$ cat src/rtl/pdn_pkg.sv
// Shared types and defaults for the PDN power sequencer.
// Holds the FSM state enum, default parameters and width helpers.
package pdn_pkg;

  typedef enum logic [2:0] {
    IDLE,
    UP_WAIT,
    UP_SETTLE,
    ON,
    DN_WAIT,
    FAULT
  } pdn_state_e;

  localparam int DEF_NUM_DOM    = 6;
  localparam int DEF_TMO_CYC    = 1000;
  localparam int DEF_SETTLE_CYC = 16;

  function automatic int idx_w(input int n);
    return (n > 1) ? $clog2(n) : 1;
  endfunction

  function automatic int tmr_w(input int a, input int b);
    int m;
    m = (a > b) ? a : b;
    return (m > 0) ? $clog2(m + 1) : 1;
  endfunction

endpackage

$ cat src/rtl/pdn_timer.sv
// Loadable saturating down-counter with a done flag (count == 0).
// Ports: clk, rst_n, load_i, val_i[W] in; done_o out.
module pdn_timer #(
  parameter int W = 10
) (
  input  logic         clk,
  input  logic         rst_n,
  input  logic         load_i,
  input  logic [W-1:0] val_i,
  output logic         done_o
);

  logic [W-1:0] cnt_q;
  logic [W-1:0] cnt_d;

  always_comb begin
    cnt_d = cnt_q;
    if (load_i) begin
      cnt_d = val_i;
    end else if (cnt_q != '0) begin
      cnt_d = cnt_q - 1'b1;
    end
  end

  always_ff @(posedge clk or negedge rst_n) begin
    if (!rst_n) begin
      cnt_q <= '0;
    end else begin
      cnt_q <= cnt_d;
    end
  end

  assign done_o = (cnt_q == '0);

endmodule

$ cat src/rtl/pdn_power_sequencer.sv
// Sequences NUM_DOM supply domains up in ascending and down in
// descending order, with pgood timeout and in-service fault latching.
// Ports: clk, rst_n, pwr_up_req, pwr_dn_req, pgood[N], fault_clr in;
//        dom_en[N], busy, all_on, fault, fault_idx out.
module pdn_power_sequencer
  import pdn_pkg::*;
#(
  parameter int NUM_DOM    = DEF_NUM_DOM,
  parameter int TMO_CYC    = DEF_TMO_CYC,
  parameter int SETTLE_CYC = DEF_SETTLE_CYC,
  localparam int IW = idx_w(NUM_DOM)
) (
  input  logic               clk,
  input  logic               rst_n,
  input  logic               pwr_up_req,
  input  logic               pwr_dn_req,
  input  logic [NUM_DOM-1:0] pgood,
  input  logic               fault_clr,
  output logic [NUM_DOM-1:0] dom_en,
  output logic               busy,
  output logic               all_on,
  output logic               fault,
  output logic [IW-1:0]      fault_idx
);

  localparam int TW = tmr_w(TMO_CYC, SETTLE_CYC);

  // Timer is loaded with N-1 so the exit edge lands N cycles later.
  localparam logic [TW-1:0] TMO_LD =
    TW'((TMO_CYC > 0) ? TMO_CYC - 1 : 0);
  localparam logic [TW-1:0] SET_LD =
    TW'((SETTLE_CYC > 0) ? SETTLE_CYC - 1 : 0);
  localparam logic [IW-1:0] LAST = IW'(NUM_DOM - 1);

  pdn_state_e state_q, state_d;

  logic [IW-1:0]      idx_q, idx_d;
  logic [NUM_DOM-1:0] en_q, en_d;
  logic               flt_q, flt_d;
  logic [IW-1:0]      fidx_q, fidx_d;
  logic               busy_q, busy_d;
  logic               on_q, on_d;

  logic               ld;
  logic [TW-1:0]      ld_val;
  logic               tmr_done;

  logic [NUM_DOM-1:0] sel;
  logic [NUM_DOM-1:0] drop;
  logic [IW-1:0]      low_idx;
  logic               pg_sel;

  pdn_timer #(
    .W (TW)
  ) u_timer (
    .clk    (clk),
    .rst_n  (rst_n),
    .load_i (ld),
    .val_i  (ld_val),
    .done_o (tmr_done)
  );

  always_comb begin
    sel = '0;
    for (int i = 0; i < NUM_DOM; i++) begin
      sel[i] = (idx_q == IW'(i));
    end
  end

  assign pg_sel = |(pgood & sel);
  assign drop   = en_q & ~pgood;

  // Scan downward so the lowest failing domain is reported.
  always_comb begin
    low_idx = '0;
    for (int i = NUM_DOM - 1; i >= 0; i--) begin
      if (drop[i]) begin
        low_idx = IW'(i);
      end
    end
  end

  always_comb begin
    state_d = state_q;
    idx_d   = idx_q;
    en_d    = en_q;
    flt_d   = flt_q;
    fidx_d  = fidx_q;
    ld      = 1'b0;
    ld_val  = '0;

    unique case (state_q)
      IDLE: begin
        if (pwr_up_req && !pwr_dn_req) begin
          state_d = UP_WAIT;
          idx_d   = '0;
          en_d    = NUM_DOM'(1);
          ld      = 1'b1;
          ld_val  = TMO_LD;
        end
      end

      UP_WAIT: begin
        if (pwr_dn_req) begin
          state_d = DN_WAIT;
          en_d    = en_q & ~sel;
          ld      = 1'b1;
          ld_val  = SET_LD;
        end else if (pg_sel) begin
          state_d = UP_SETTLE;
          ld      = 1'b1;
          ld_val  = SET_LD;
        end else if (tmr_done) begin
          state_d = FAULT;
          en_d    = '0;
          flt_d   = 1'b1;
          fidx_d  = idx_q;
        end
      end

      UP_SETTLE: begin
        if (pwr_dn_req) begin
          state_d = DN_WAIT;
          en_d    = en_q & ~sel;
          ld      = 1'b1;
          ld_val  = SET_LD;
        end else if (tmr_done) begin
          if (idx_q != LAST) begin
            state_d = UP_WAIT;
            idx_d   = idx_q + 1'b1;
            en_d    = en_q | (sel << 1);
            ld      = 1'b1;
            ld_val  = TMO_LD;
          end else begin
            state_d = ON;
          end
        end
      end

      ON: begin
        // A lost rail outranks an orderly shutdown request.
        if (|drop) begin
          state_d = FAULT;
          en_d    = '0;
          flt_d   = 1'b1;
          fidx_d  = low_idx;
        end else if (pwr_dn_req) begin
          state_d = DN_WAIT;
          en_d    = en_q & ~sel;
          ld      = 1'b1;
          ld_val  = SET_LD;
        end
      end

      DN_WAIT: begin
        if (tmr_done || !pg_sel) begin
          if (idx_q == '0) begin
            state_d = IDLE;
          end else begin
            idx_d  = idx_q - 1'b1;
            en_d   = en_q & ~(sel >> 1);
            ld     = 1'b1;
            ld_val = SET_LD;
          end
        end
      end

      FAULT: begin
        if (fault_clr) begin
          state_d = IDLE;
          flt_d   = 1'b0;
        end
      end

      default: begin
        state_d = IDLE;
        en_d    = '0;
      end
    endcase
  end

  assign busy_d = (state_d == UP_WAIT) ||
                  (state_d == UP_SETTLE) ||
                  (state_d == DN_WAIT);
  assign on_d   = (state_d == ON);

  always_ff @(posedge clk or negedge rst_n) begin
    if (!rst_n) begin
      state_q <= IDLE;
      idx_q   <= '0;
      en_q    <= '0;
      flt_q   <= 1'b0;
      fidx_q  <= '0;
      busy_q  <= 1'b0;
      on_q    <= 1'b0;
    end else begin
      state_q <= state_d;
      idx_q   <= idx_d;
      en_q    <= en_d;
      flt_q   <= flt_d;
      fidx_q  <= fidx_d;
      busy_q  <= busy_d;
      on_q    <= on_d;
    end
  end

  assign dom_en    = en_q;
  assign busy      = busy_q;
  assign all_on    = on_q;
  assign fault     = flt_q;
  assign fault_idx = fidx_q;

endmodule

$ cat config.mk
export PLATFORM = sky130hd
export DESIGN_NAME = pdn_power_sequencer
export DESIGN_NICKNAME = d
export VERILOG_FILES = /design/src/rtl/pdn_pkg.sv /design/src/rtl/pdn_timer.sv /design/src/rtl/pdn_power_sequencer.sv
export SDC_FILE = /design/constraint.sdc
export NUM_CORES = 1
export LEC_CHECK = 0
export ABC_CLOCK_PERIOD_IN_PS = 2700
export CAP_MARGIN = 10
export CORE_MARGIN = 3
export CORE_UTILIZATION = 41
export CTS_CLUSTER_DIAMETER = 30
export DETAILED_ROUTE_END_ITERATION = 12
export SETUP_SLACK_MARGIN = 0.4
export SKIP_LAST_GASP = 1
export SLEW_MARGIN = 20
export SYNTH_ARGS = -nofsm -noshare
export SYNTH_HDL_FRONTEND = slang
export SYNTH_HIERARCHICAL = 1
export SYNTH_SLANG_ARGS = --single-unit
$ cat constraint.sdc
create_clock -name clk -period 2.7 [get_ports clk]
set_clock_uncertainty 0.2 [all_clocks]
set_input_delay 0.54 -clock clk [delete_from_list [all_inputs] [get_ports clk]]
set_output_delay 0.54 -clock clk [all_outputs]
set_load 0.05 [all_outputs]
Word level (Yosys, flattened, before mapping)
Index checks and enable logic that the tools add are counted.

Input port bits: 11. Memories: 0. Register bits: 28. Bits in writable memories: 0. Memory bits (read-only): 0. Bits in latches: 0.

Reduce and logical (&&, ||, !) cells: 20. Divide/modulo/power cells: 0. Add/subtract/negate cells: 3. Multiplexer cells: 73. Multipliers: 0. Shift-type cells: 0. Eq/ne operators: 31. Order comparisons: 0. Bitwise logic cells: 9.

Operators with widths (count): 3-bit 2-to-1 mux (27); 6-bit 2-to-1 mux (11); 10-bit 2-to-1 mux (6); 10-bit case mux with 5 select lines (1); 6-bit case mux with 6 select lines (1); 6-bit bitwise AND (4); 4-bit 2-to-1 mux (6); 2-bit inequality test, second input constant (11); 3-bit by 2-bit equality test with 1-bit output, second input constant (6); 3-bit inequality test, second input constant (6); 3-bit case mux with 6 select lines (1); 3-bit equality test, second input constant (5); 1-bit 2-to-1 mux (15); 6-bit NOT (2); 6-bit OR reduction (2); 10-bit logical NOT (1); 10-bit nonzero test (1); 10-bit by 1-bit subtractor with 10-bit output, second input constant (1); 3-bit by 1-bit equality test with 1-bit output, second input constant (3); 3-bit case mux with 3 select lines (1); 9-bit AND reduction (1); 7-bit AND reduction (1); 3-bit logical NOT (2); 5-bit NOT with 6-bit output (1); 15 further kinds (20).

Longest topological paths before layout
Depth in word-level cells: 10. Depth in mapped cells: 14. Depth with buffers taken out: 11.

By module
The synthesis kept the hierarchy.

By module, submodules not included: pdn_power_sequencer (cells each 190, area each 1607.8 um^2, sequential area each 450.4 um^2, times used 1); pdn_timer (cells each 63, area each 606.8 um^2, sequential area each 250.2 um^2, times used 1).

Least setup slack after synthesis
OpenSTA, ideal clock, no wires.

Path kind: flip-flop to flip-flop. Start: reg idx_q[2]. End: reg u_timer.cnt_q[6]. Data required time: 2.406 ns. Library setup time: 0.094 ns. Data arrival time: 2.421 ns. Slack: -0.015 ns. Clock period less this slack: 2.715 ns. Cell stages (with the launch flop): 13. Path buffers: 2. Cells stage by stage: dfrtp_1 -> buf_2 -> inv_1 -> ha_1 -> a222oi_1 -> nand2_2 -> nor2_4 -> nand2_1 -> a31o_1 -> inv_1 -> clkbuf_1 -> nor2_1 -> a211oi_1.

Cells in the longest elaborated chain, start to end: 8. Elaborated cells on any way between the ends: 25.

RTL lines: start, declared (RTL line pdn_power_sequencer.sv:37) `logic [IW-1:0] idx_q, idx_d;`; start signal, assigned (RTL line pdn_power_sequencer.sv:198) `idx_q <= idx_d;`; 3-bit by 1-bit equality test with 1-bit output (tied with other cells) (RTL line pdn_power_sequencer.sv:66) `sel[i] = (idx_q == IW'(i));`; 6-bit bitwise AND (RTL line pdn_power_sequencer.sv:70) `assign pg_sel = |(pgood & sel);`; 6-bit OR reduction (RTL line pdn_power_sequencer.sv:70); 1-bit logical NOT (RTL line pdn_power_sequencer.sv:156) `if (tmr_done || !pg_sel) begin`; 1-bit logical OR (RTL line pdn_power_sequencer.sv:156); 1-bit 2-to-1 mux (RTL line pdn_power_sequencer.sv:156); 1-bit case mux with 5 select lines * (RTL line pdn_power_sequencer.sv:92) `unique case (state_q)`; net ld (RTL line pdn_power_sequencer.sv:44) `logic ld;`; 10-bit 2-to-1 mux or 2-bit nonzero test (tied branches); end signal, assigned (RTL line pdn_timer.sv:29) `cnt_q <= cnt_d;`; end, declared (RTL line pdn_timer.sv:13) `logic [W-1:0] cnt_q;`.

The timed path passes the listed nets; every way through them passes the cells marked *. A chain may end at the register's enable or synchronous reset.

Worst setup path in the final report
Start: reg idx_q[1]. End: reg u_timer.cnt_q[3].

Same word-level chain as after synthesis.

==> results.cfg <==
[status]
status = complete, no violations

[die]
ios = 23
die_h_um = 79.5
core-area_sq_um = 5170
row_count = 26
dieArea_sq_um = 6320
dieWidth_um = 79.5
initial_core_util_pct = 42.8

[clocking]
cts_buffers = 3
clock_latency_ns = 0.28
clock-sinks = 28
cts_tree = yes
cts-root-buf = clkbuf_8
clockBufferDepth = 2
path_clk_slew_ns = 0.10
ctsHoldBuffers = 0
htreeDepth = 1

[sta]
finalHoldViolCount = 0
tightest_slew_ns = 0.523
fin_setup_tns_ns = 0
finalMaxSlewViolations = 0
fin_crit_ns = 2.47
worst_slack_ns = 0.232
grt_setup_unrepaired = yes
setup_viol = 0
relSlewSlack_pct = 64.9
max_clock_freq_mhz = 405
period_share_pct = 91.4

[global_route]
grt_pass1_vias = 2161
grt_pass1_wl_mm = 10.7
grt.total_usage_pct = 21.6
antenna_found_initial = 0
grt_overflow = 0
grt_max_degree = 29

[critical_path]
crit_chain = ha_4 -> ha_4 -> a222oi_1 -> buf_4 -> nand2_4 -> nor2_4 -> nand2_2 -> a31o_4 -> inv_4 -> buf_6 -> nor2_2 -> a211oi_2
critPathCaptureType = flip-flop
required_ns = 2.70
worstSetupPathType = flip-flop to flip-flop
crit_slowest_cell = dfrtp_2
cpPeakStageDelay_ns = 0.46
cp_max_fo = 5
worst_setup_path_start_kind = flip-flop
cp.arrival_ns = 2.46
critPathBufInv = 3
cp_top_family = compound AO/OA/AOI/OAI gates
critPathMostFrequentCell = ha_4

[drt]
antenna_left = 0
vias_per_cell = 5.48
wl_mm = 6.59
wire_per_inst_um = 16.6
first_pass_iters = 4
vias = 2183
drc_errors = 0
drt_iter0_drc = 140

[synthesis]
synth_seq_cells = 28
yosys_warnings = 6
synth-edff-count = 0
synth.cell_area_sq_um = 2210
syn_nets = 271
synth.distinct_cells = 62
async_flop_share_pct = 100
yosysSeqAreaShare_pct = 31.6
synth_ff_type = dfrtp_1
post_synth.cell_area_avg_sq_um = 8.75
synth_cells = 253

[final_layout]
diodes = 0
fin_cells = 398
drive_gt1_share_pct = 40.9
nNetsFinal = 347
syn_to_final_growth_pct = 46.9
register_area_sq_um = 706
multi_input_area_sq_um = 1680
fillers = 443

[placed_design]
pre_cts_ws_ns = -0.289
dpl.hpwl_mm = 4.64
port_buffers = 22
dp_cells = 376
routabilityCongestion = 0.921

[hold_path]
min_path_type = flip-flop to flip-flop

[power]
total_leakage_power_nw = 1.40
ir_worst_vdd_mv = 0.603
p_per_area_nw_per_um2 = 1190

[job]
cap_viol_max_count = 0
==> Yosys cell counts (all sizes together) (4+ instances only) <==
cell type	n	area share, %
xnor2	6	2.4
o22ai	4	1.1
dfrtp	28	32
nor2b	14	4.0
o211ai	4	2.0
nand2	27	4.7
nand2b	6	1.7
nor2	28	5.1
a211oi	8	3.2
nor3	7	1.8
mux2	7	4.4
buf	7	1.8
o31ai	4	1.4
inv	12	2.0
ha	7	4.0
a21oi	17	4.0
o21ai	15	3.7
clkbuf	4	0.68
==> layout by cell type, fill, tap and decap left out, drive strengths merged, types with 4 or more instances in the layout <==
cell,n
nor3,7
a21oi,17
o211ai,5
ha,7
a211oi,8
buf,59
mux2,7
xnor2,6
o21ai,15
dfrtp,28
inv,12
dlygate4sd2,5
clkbuf,4
nand2b,6
nor2,28
nand2,27
clkdlybuf4s50,15
o31ai,4
o22ai,4
nor2b,14
==> metal layers <==
layer  part of all wire (%)  wire length [um]  global-route usage, %
met2                     50              3290                   36.6
met3                    3.0               199                   2.37
met4                    1.1                71                   4.30
met5                      0                 0                      0
met1                     46              3030                   29.8
==> state kept, by name, summed over array words and instances, names as in the netlist <==
signal         flops
busy               1
idx_q              3
fault_idx          3
dom_en             6
all_on             1
u_timer/cnt_q     10
fault              1
state_q            3
==> report_power, final <==
part	switching, mW	total [mW]	internal, mW
combinational	1.47	2.82	1.35
sequential	0.201	0.782	0.581
clock	0.139	0.270	0.131
==> stage by stage <==
| step | power (mW) | utilization [%] | hold slack (ns) | area, sq um |
|---|---|---|---|---|
| floorplan | 2.26 | - | 0.0444 | 2290 |
| global placement | 2.89 | 54.8 | 0.296 | 2840 |
| detailed placement | 2.91 | 54.8 | 0.301 | 2840 |
| CTS | 3.65 | 61.2 | 0.326 | 3160 |
| global route | 4.13 | 62.9 | 0.335 | 3250 |
| finish | 3.87 | 62.9 | 0.316 | 3250 |
==> repair_timing <==
action,in CTS,in global routing
pin swaps,26,7
setup endpoints to repair,28,28
setup buffers,13,3
endpoints found under the hold margin,0,0
gates resized for setup,51,17
cloned,2,0
==> final timing paths <==
kind                              start               end  slack, ns  cells after the start
max in group asynchronous         rst_n         dom_en[2]       1.57                      2
max                            idx_q[1]  u_timer/cnt_q[3]       0.23                     12
min in group asynchronous         rst_n  u_timer/cnt_q[0]       0.44                      2
max reg2reg                    idx_q[1]  u_timer/cnt_q[3]       0.23                     12
min reg2reg                fault_idx[1]      fault_idx[1]       0.32                      1
min                        fault_idx[1]      fault_idx[1]       0.32                      1
==> cells by family after synthesis <==
family / Yosys count / share of synthesized area (%)
adder cells (fa/ha/maj): 7 / 3.95
other: 1 / 0.169
flip-flops: 28 / 31.6
buffers and inverters: 23 / 4.52
AND/OR/NAND/NOR: 98 / 23.6
AO/OA/AOI/OAI: 78 / 27.2
XOR/XNOR: 8 / 3.16
multiplexers: 10 / 5.76
==> area by class of cell <==
cell class                      count  area share [%]
Multi-Input combinational cell    203            51.5
Inverter                           12            1.46
Clock buffer                        4            1.69
Tap cell                           70            2.69
Sequential cell                    28            21.7
Timing Repair Buffer               81            20.9
Power figures use the tool's default switching activity.
==> edit: new RTL, config.mk and constraints unchanged <==
Encoding of `pdn_state_e`: now one-hot (6 bits for 6 states).
--- a/src/rtl/pdn_pkg.sv
+++ b/src/rtl/pdn_pkg.sv
@@ -3,11 +3,11 @@
 package pdn_pkg;
 
-  typedef enum logic [2:0] {
-    IDLE,
-    UP_WAIT,
-    UP_SETTLE,
-    ON,
-    DN_WAIT,
-    FAULT
+  typedef enum logic [5:0] {
+    IDLE      = 6'b000001,
+    UP_WAIT   = 6'b000010,
+    UP_SETTLE = 6'b000100,
+    ON        = 6'b001000,
+    DN_WAIT   = 6'b010000,
+    FAULT     = 6'b100000
   } pdn_state_e;
 
Function: same outputs for any inputs over 10 cycles, from zero or initial values and one cycle with rst_n low; not proved beyond that.
==> edit against the unedited design <==
- power is 34% lower
- setup slack worse by 0.033 ns
- synthesized area is 3.9% higher
- sequential cell count is 3 higher
- fmax is 1.3% lower
- global-route usage is 0.30 points higher
- die area is 3.6% higher
- clock power is 33% higher
- final area is 11% higher
- routed wire length is 8.6% higher
- sequential share of layout area is 0.069 points higher
- highest routed layer unchanged
==> edit: results (changes against the unedited design) <==
stage,metric,value,unit,change
outcome,outcome,completed,,unchanged
routing,routed-wl-met2,3580,µm,was 3290 µm
global_routing,use_met1,0.296,,was 0.298
global_routing,grt_usage,0.219,,was 0.216
global_routing,grt_first_pass_wirelength,11100,µm,"was 10,700 µm"
sta,tightest_slew,0.514,ns,was 0.523 ns
synth,synthTopCellsByArea,"dfrtp_1 (33%), nor2_1 (4.9%), o21ai_0 (4.6%), ha_1 (3.8%), nand2_1 (3.4%)",,"was dfrtp_1 (32%), nor2_1 (4.6%), nand2_1 (4.4%), ha_1 (4.0%), nor2b_1 (4.0%)"
power_and_ir_drop,vdd_drop_max,0.439,mV,was 0.603 mV
place,placed_cells,392,,was 376
synth,synth_mux_area_frac,0.0348,,was 0.0576
global_routing,first_global_vias,2248,,"was 2,161"
synth,mappedNetlistNets,282,,was 271
layout,nFillCells,400,,was 443
place,gp_congestion,0.933,,was 0.921
synth,synth_common_cells,"dfrtp_1 (30), nor2_1 (30), nand2_1 (21), o21ai_0 (21), inv_1 (15)",,"was dfrtp_1 (28), nor2_1 (27), nand2_1 (26), a21oi_1 (16), nor2b_1 (14)"
routing,vias,2400,,"was 2,183"
synth,synth-xor-area-share,0.0343,,was 0.0316
synth,ys_seq_area_frac,0.338,,was 0.316
place,dp_slack,-0.355,ns,was -0.289 ns
routing,m1WireLength,3160,µm,was 3030 µm
global_routing,gr-usage-met3,0.0310,,was 0.0237
global_routing,gr-usage-met2,0.360,,was 0.366
routing,wl_per_cell,16.5,µm,was 16.6 µm
routing,postRouteWirelength,7160,µm,was 6590 µm
clocking,post-cts-setup-buffer-count,14,,was 13
layout,drive_gt1_frac,0.463,,was 0.409
routing,wl_met3,300,µm,was 199 µm
global_routing,grt_max_degree,32,,was 29
sta,post-route-min-period,2.50,ns,was 2.47 ns
clocking,cts_buffers,5,,was 3
synth,synth_fa_ha_area_frac,0.0381,,was 0.0395
==> edit: changes by cell type in the layout (fill, tap and decap cells not counted), moves of 4 or more <==
| cell | change |
|---|---|
| nor2_1 | +4 |
| dfrtp_2 | +5 |
| o21ai_1 | -4 |
| buf_4 | +22 |
| inv_2 | -4 |
| inv_1 | +4 |
| a31oi_1 | +8 |
| nand3_1 | +4 |
| nand2_1 | -7 |
| clkdlybuf4s50_1 | +4 |
| nor3_1 | -4 |
| o21ai_0 | +10 |
==> edit: layout make-up <==
cell class / instances / share of cell area
clock buffers: 7 / 0.0211
clock inverters: 1 / 0.00138
inverters: 15 / 0.0190
multi-input cells: 205 / 0.475
flip-flops and latches: 31 / 0.218
well taps: 70 / 0.0242
repair buffers: 103 / 0.240
repair inverters: 1 / 0.00173
==> edit: final timing paths <==
path	from	to	slack, ns	depth (start not counted)
max in group asynchronous	rst_n	state_q[0]$_DFF_PN1_	1.51	2
setup reg to reg	idx_q[0]$_DFFE_PN0P_	dom_en[5]$_DFFE_PN0P_	0.20	8
hold reg to reg	fault_idx[0]$_DFFE_PN0P_	fault_idx[0]$_DFFE_PN0P_	0.31	1
min in group asynchronous	rst_n	dom_en[4]$_DFFE_PN0P_	0.46	2
hold / removal	fault_idx[0]$_DFFE_PN0P_	fault_idx[0]$_DFFE_PN0P_	0.31	1
setup / recovery	idx_q[0]$_DFFE_PN0P_	dom_en[5]$_DFFE_PN0P_	0.20	8
==> edit: per-stage QoR <==
stage	area, µm²	setup TNS (ns)	power, W
after floorplan	2430	0	0.00148
after global placement	2980	-3.04	0.00181
after CTS	3370	0	0.00238
final	3620	0	0.00254
after global routing	3620	0	0.00271
after detailed placement	2980	-3.74	0.00182
==> edit: report_power, final <==
group	switching [W]	internal, W
sequential	0.000149	0.000588
clock	0.000179	0.000181
combinational	0.000692	0.000753
